File: src/rtl/div_pkg.sv
`default_nettype none
// ============================================================================
// Module      : div_pkg
// Description : Shared types and constants for the restoring divider.
// Revision    : 1.0 - initial release
// ============================================================================
package div_pkg;

  // Default operand width of the divider
  localparam int DIV_DATA_WIDTH = 20;

  // Counter width able to hold 0..w (one quotient bit per step)
  function automatic int cnt_width(input int w);
    return $clog2(w + 1);
  endfunction

  localparam int CNT_W = cnt_width(DIV_DATA_WIDTH);

  // Quotient reported for a divide-by-zero request
  localparam logic [DIV_DATA_WIDTH-1:0] ALL_ONES = {DIV_DATA_WIDTH{1'b1}};

  // Controller states
  typedef enum logic [1:0] {
    IDLE = 2'd0,
    RUN  = 2'd1,
    DONE = 2'd2
  } div_state_t;

endpackage : div_pkg
`default_nettype wire

File: src/rtl/subtractor.sv
`default_nettype none
// ============================================================================
// Module      : subtractor
// Description : Combinational two's-complement subtractor,
//               diff = a + ~b + carry_in. carry_out=1 means no borrow.
// Revision    : 1.0 - initial release
// ============================================================================
module subtractor #(
  parameter int DATA_WIDTH = 8
) (
  input  logic [DATA_WIDTH-1:0] a,
  input  logic [DATA_WIDTH-1:0] b,
  input  logic                  carry_in,
  output logic [DATA_WIDTH-1:0] diff,
  output logic                  carry_out
);

  // Widen by one bit so the carry out of the top position is captured
  always_comb begin
    {carry_out, diff} = {1'b0, a} + {1'b0, ~b} + {{DATA_WIDTH{1'b0}}, carry_in};
  end

endmodule : subtractor
`default_nettype wire

File: src/rtl/restoring_divider.sv
`default_nettype none
// ============================================================================
// Module      : restoring_divider
// Description : Sequential unsigned restoring divider. One quotient bit per
//               clock; start/ready/done handshake; divide-by-zero flag.
// Revision    : 1.0 - initial release
// ============================================================================
module restoring_divider
  import div_pkg::*;
#(
  parameter int DATA_WIDTH = DIV_DATA_WIDTH
) (
  input  logic                  clk,
  input  logic                  rst,
  input  logic                  start,
  input  logic [DATA_WIDTH-1:0] dividend,
  input  logic [DATA_WIDTH-1:0] divisor,
  output logic                  ready,
  output logic                  done,
  output logic [DATA_WIDTH-1:0] quotient,
  output logic [DATA_WIDTH-1:0] remainder,
  output logic                  div_by_zero
);

  // Package constants are exact for the default width; other widths derive their own
  localparam int C_CNT_W = (DATA_WIDTH == DIV_DATA_WIDTH) ? CNT_W : cnt_width(DATA_WIDTH);
  localparam logic [DATA_WIDTH-1:0] C_ALL_ONES =
    (DATA_WIDTH == DIV_DATA_WIDTH) ? DATA_WIDTH'(ALL_ONES) : {DATA_WIDTH{1'b1}};
  localparam logic [C_CNT_W-1:0] C_LAST_STEP = C_CNT_W'(DATA_WIDTH - 1);

  div_state_t            state_q, state_d;
  logic [DATA_WIDTH-1:0] q_q, q_d;              // dividend being shifted into quotient
  logic [DATA_WIDTH-1:0] r_q, r_d;              // partial remainder
  logic [DATA_WIDTH-1:0] divisor_q, divisor_d;  // captured divisor
  logic [C_CNT_W-1:0]    cnt_q, cnt_d;          // step counter
  logic [DATA_WIDTH-1:0] quotient_q, quotient_d;
  logic [DATA_WIDTH-1:0] remainder_q, remainder_d;
  logic                  dbz_q, dbz_d;

  // Trial value and subtraction result for the current step
  logic [DATA_WIDTH:0]   trial;
  logic [DATA_WIDTH:0]   sub_diff;
  logic                  sub_carry;
  logic                  sub_diff_msb_unused;

  assign trial               = {r_q, q_q[DATA_WIDTH-1]};
  // When no borrow occurs the top bit of the difference is always zero
  assign sub_diff_msb_unused = sub_diff[DATA_WIDTH];

  subtractor #(
    .DATA_WIDTH (DATA_WIDTH + 1)
  ) u_subtractor (
    .a         (trial),
    .b         ({1'b0, divisor_q}),
    .carry_in  (1'b1),
    .diff      (sub_diff),
    .carry_out (sub_carry)
  );

  // Next-state, datapath update and result capture
  always_comb begin
    state_d     = state_q;
    q_d         = q_q;
    r_d         = r_q;
    divisor_d   = divisor_q;
    cnt_d       = cnt_q;
    quotient_d  = quotient_q;
    remainder_d = remainder_q;
    dbz_d       = dbz_q;

    unique case (state_q)
      IDLE: begin
        if (start) begin
          if (divisor != '0) begin
            q_d       = dividend;
            r_d       = '0;
            divisor_d = divisor;
            cnt_d     = '0;
            state_d   = RUN;
          end else begin
            // Division by zero bypasses the iteration entirely
            quotient_d  = C_ALL_ONES;
            remainder_d = dividend;
            dbz_d       = 1'b1;
            state_d     = DONE;
          end
        end
      end

      RUN: begin
        if (sub_carry) begin
          r_d = sub_diff[DATA_WIDTH-1:0];
          q_d = {q_q[DATA_WIDTH-2:0], 1'b1};
        end else begin
          r_d = trial[DATA_WIDTH-1:0];
          q_d = {q_q[DATA_WIDTH-2:0], 1'b0};
        end
        cnt_d = cnt_q + 1'b1;
        if (cnt_q == C_LAST_STEP) begin
          quotient_d  = q_d;
          remainder_d = r_d;
          dbz_d       = 1'b0;
          state_d     = DONE;
        end
      end

      DONE: begin
        state_d = IDLE;
      end

      default: begin
        state_d = IDLE;
      end
    endcase
  end

  // State and datapath registers with synchronous reset
  always_ff @(posedge clk) begin
    if (rst) begin
      state_q     <= IDLE;
      q_q         <= '0;
      r_q         <= '0;
      divisor_q   <= '0;
      cnt_q       <= '0;
      quotient_q  <= '0;
      remainder_q <= '0;
      dbz_q       <= 1'b0;
    end else begin
      state_q     <= state_d;
      q_q         <= q_d;
      r_q         <= r_d;
      divisor_q   <= divisor_d;
      cnt_q       <= cnt_d;
      quotient_q  <= quotient_d;
      remainder_q <= remainder_d;
      dbz_q       <= dbz_d;
    end
  end

  assign ready       = (state_q == IDLE);
  assign done        = (state_q == DONE);
  assign quotient    = quotient_q;
  assign remainder   = remainder_q;
  assign div_by_zero = dbz_q;

endmodule : restoring_divider
`default_nettype wire
File: config.mk
export PLATFORM = sky130hd
export DESIGN_NAME = restoring_divider
export DESIGN_NICKNAME = d
export VERILOG_FILES = /design/src/rtl/div_pkg.sv /design/src/rtl/subtractor.sv /design/src/rtl/restoring_divider.sv
export SDC_FILE = /design/constraint.sdc
export NUM_CORES = 1
export LEC_CHECK = 0
export CAP_MARGIN = 20
export CORE_MARGIN = 2
export CORE_UTILIZATION = 40
export CTS_CLUSTER_SIZE = 30
export DETAILED_ROUTE_END_ITERATION = 12
export SETUP_SLACK_MARGIN = 0.4
export SYNTH_ARGS = -nofsm -noshare
export SYNTH_HDL_FRONTEND = slang
export SYNTH_SLANG_ARGS = --single-unit
File: constraint.sdc
create_clock -name clk -period 2.8 [get_ports clk]
set_input_delay 0.42 -clock clk [delete_from_list [all_inputs] [get_ports clk]]
set_output_delay 0.42 -clock clk [all_outputs]
set_load 0.01 [all_outputs]
==> run summary <==
The run finished with clean final reports. Summing the areas of all fa, ha and maj instances in the mapped netlist gives 5.08% of the synthesized area. The min-delay analysis places its worst path in the category in2reg.

Switching power: 4.24 mW. Most common cell after layout, fill and taps aside: sky130_fd_sc_hd__nand2_1. The post-detailed-route via-to-cell ratio was 5.52; the critical path required time was 3080 ps. The count of H-tree levels built during CTS was 3. Final cell count without fillers: 1,029. For this block, the initial DRC count from the detailed router was 433.

For this run, the number of Yosys warnings is 0. Post-route fraction of the period consumed by the critical path: 90.6%. For this run, the top clock speed supported by timing is 394 MHz. For the worst-skew pair, the clock arrives at the later sink with an insertion delay of 360 ps. The die is 122 µm wide. The run gives 0 as the antenna diode count.

Final-report hold violation count: 0. The startpoint class of the critical path was a register. Summed over all layers, the global routing overflow is 0. The CTS sink count is 108. The share of the synthesized area in compound gates (AO/OA/AOI/OAI) came out at 22.1%. The first global-routing pass estimated 27.1 mm of wire. The number of hold buffers added after CTS was 0. The cell type group with the largest total delay on the critical path was compound AO/OA/AOI/OAI gates. The filler cell count was 1,269. Among all flip-flop cells after synthesis, the most frequent one is sky130_fd_sc_hd__dfxtp_1.

The sequential fraction of design power is 18.8%, and the shortest clock period the worst path allows after layout is 2540 ps. The tools report the number of max-cap violations as 0. Combined area of all synthesized cells: 5570 µm².

In the final design database the tool counted 910 nets. First-pass detailed-route iteration total: 5. The deepest clock path buffer count was 2. The vertical die dimension was 122 µm; the maximum single-stage delay on the critical path was 500 ps. The clock tree skew after final layout was 9.31 ps.

The signal on the critical path passes through inv_4 -> ha_4 -> nor2b_4 -> o2111a_2 -> o2111ai_4 -> a21oi_2 -> buf_4 -> nor2_4 -> buf_6 -> or4b_4 -> a311oi_1. Fraction of power spent switching nets: 41.7%. Dividing total power by cell area gives a power density of 1270 nW/µm². Detailed placement finished with a half-perimeter wire length of 11.7 mm. The final setup violation count is 0, and the wire length per cell is 17.0 µm. For the critical path arrival, the log shows 2810 ps. After synthesis, flip-flops and latches occupy 38.8% of the total area.

Adding up every negative setup slack in the final design gives 0 ps. The critical path is of the reg2reg type. The tree is rooted in a sky130_fd_sc_hd__clkbuf_16. The average instance in the mapped netlist occupies 7.80 µm². Post-CTS clock slew at the launch and capture registers of the worst setup and hold paths: 80 ps. In this run the core area contains 43 standard-cell rows. Of the total synthesized cell area, the portion taken by XOR and XNOR cells is 2.52%. Leaving out fill and tap cells, the most frequent cells in the layout are sky130_fd_sc_hd__nand2_1, sky130_fd_sc_hd__dfxtp_1, sky130_fd_sc_hd__clkdlybuf4s50_1.

The synthesized netlist cell count was 714; the starting density of the core was 40.6%. The tools report the clock network fraction of total power as 12.1%. After floorplanning, the core was sized to cover 13,700 µm². The combined buffer and inverter count along the critical path was 3; the clock buffer count from CTS was 9.

The kind of end point of the critical path was a register. For this run, design rule violations remaining after detail routing come to 0. The routability congestion estimate was 0.860. The growth of design area from synthesis to finish is 43.5%. The portion of synthesized area spent on multiplexers is 1.93%.

In this run the remaining antenna-violating nets after routing total 0. The tools report the maximum number of pins on one net before global-route repair as 39. For this design, the slowest cell found on the critical path is sky130_fd_sc_hd__or4b_4.

Synthesis instantiated 58 different standard cells from the library. Across every metal layer, demand over resource in global routing totals 23.1%. For this design the static power due to leakage is 3.03 nW. The measured slew at the worst slew-check pin was 706 ps; the combinational share of power was 69.0%.

The run gives 5.94 mW as the total internal power. The run gives 0 as the number of antenna violations at the first check in global routing. The post-synthesis net count was 779.

Simple-gate portion of the synthesized area: 23.5%. In this run the count of I/O pins placed on the die edge is 86. The floorplan step defined a die boundary enclosing 14,900 µm². The number of buffers inserted by port buffering works out to 85. Counting flops with an async set or reset pin after synthesis yields a share of 0%. In this run the tightest slew margin relative to its limit is 52.9%. The run gives 0 as the number of pins exceeding their max-slew limit in the final report.

Counting flops with a built-in enable in the synthesized netlist gives 0. Setup repair after global routing could not meet its margin everywhere. The flip-flop and latch count after synthesis was 108. Wires add up to 17.5 mm. Summing over every cut layer, the via total after detailed routing is 5,681. Hold is met by 355 ps.

The run gives 5,396 as the number of global-route vias before repair. After detailed placement, the design holds a cell count of 978. TritonCTS built the clock tree. After synthesis, the largest family of logic cells by area is simple AND/OR/NAND/NOR gates. The share of layout cells above drive strength 1 is 24.0%, and the largest driver fanout on the critical path is 6. The maximum resistive drop on vdd came out at 0.000934 V.
kinds of logic after synthesis:
logic type | Yosys count
xor gates and xnor gates | 16
adders and majority gates | 22
and+or+nand+nor | 300
AOI/OAI and AO/OA | 180
muxes | 10
DFF | 108
buffers and inverters | 78
metrics by stage:
step	power (mW)	worst slack, ps	instance area [µm²]	util [%]
3_3_place_gp	6.17	-92.6	6830	49.8
4_1_cts	8.85	264	7580	55.3
5_1_grt	10.7	169	7990	58.2
2_1_floorplan	5.09	334	5570	-
6_report	10.2	264	7990	58.2
3_5_place_dp	6.21	-119	6830	49.8
tightest hold or removal path, stage by stage:
cell and delay [ps]:
sky130_fd_sc_hd__dlymetal6s2s_1 140, sky130_fd_sc_hd__nand2_1 60, sky130_fd_sc_hd__a21oi_1 50
synthesized netlist by cell type, drive strengths merged, types with 8 or more instances:
| cell | n | area, µm² |
|---|---|---|
| inv | 30 | 113 |
| nor2 | 78 | 295 |
| o21ai | 34 | 174 |
| nand3 | 11 | 55.1 |
| a21o | 9 | 67.6 |
| buf | 14 | 93.8 |
| xor2 | 8 | 70.1 |
| ha | 21 | 263 |
| a21oi | 62 | 322 |
| xnor2 | 8 | 70.1 |
| clkbuf | 34 | 128 |
| nand2 | 129 | 484 |
| nor3 | 42 | 210 |
| dfxtp | 108 | 2160 |
| a311oi | 34 | 304 |
area by class of cell:
class | count | area, µm² | share of cell area [%]
inverters | 30 | 118 | 1.47
flip-flops and latches | 108 | 2180 | 27.3
multi-input cells | 528 | 3570 | 44.6
clock inverters | 6 | 46.3 | 0.579
well taps | 180 | 225 | 2.82
repair buffers | 168 | 1630 | 20.4
clock buffers | 9 | 225 | 2.82
metal layers:
layer | GRT usage [%] | up-vias | share of wire (%)
met3 | 3.84 | 23 | 5.0
met1 | 30.0 | 2714 | 44
met5 | 0 | - | 0
met4 | 6.97 | 0 | 1.8
met2 | 39.4 | 166 | 49
li1 | - | 2778 | -
final timing paths:
path	slack, ps	end	start	cells past startpoint
worst min-delay path	360	divisor_q[16]$_SDFFE_PP0P_	divisor[16]	3
worst max register to register	260	remainder[16]$_SDFFE_PP0P_	divisor_q[1]$_SDFFE_PP0P_	11
worst min register to register	460	divisor_q[10]$_SDFFE_PP0P_	divisor_q[10]$_SDFFE_PP0P_	2
worst max-delay path	260	remainder[16]$_SDFFE_PP0P_	divisor_q[1]$_SDFFE_PP0P_	11
sequential cells by signal, indices dropped and copies added (netlist names):
signal,count
divisor_q,20
div_by_zero,1
q_q,20
remainder,20
r_q,20
quotient,20
cnt_q,5
state_q,2
what timing repair did:
action	CTS	global route
resized for setup	71	72
setup buffers	17	15
gates cloned	1	3
setup endpoints to repair	58	63
pin swaps	31	44
power groups by stage:
| stage | logic, mW | clock network, mW | registers (mW) |
|---|---|---|---|
| after global routing | 7.46 | 1.30 | 1.94 |
| after floorplan | 3.25 | 0 | 1.84 |
| after CTS | 5.70 | 1.25 | 1.90 |
| after detailed placement | 4.32 | 0 | 1.90 |
| final | 7.03 | 1.23 | 1.92 |
| after global placement | 4.28 | 0 | 1.89 |
(Power assumes the default switching activity.)
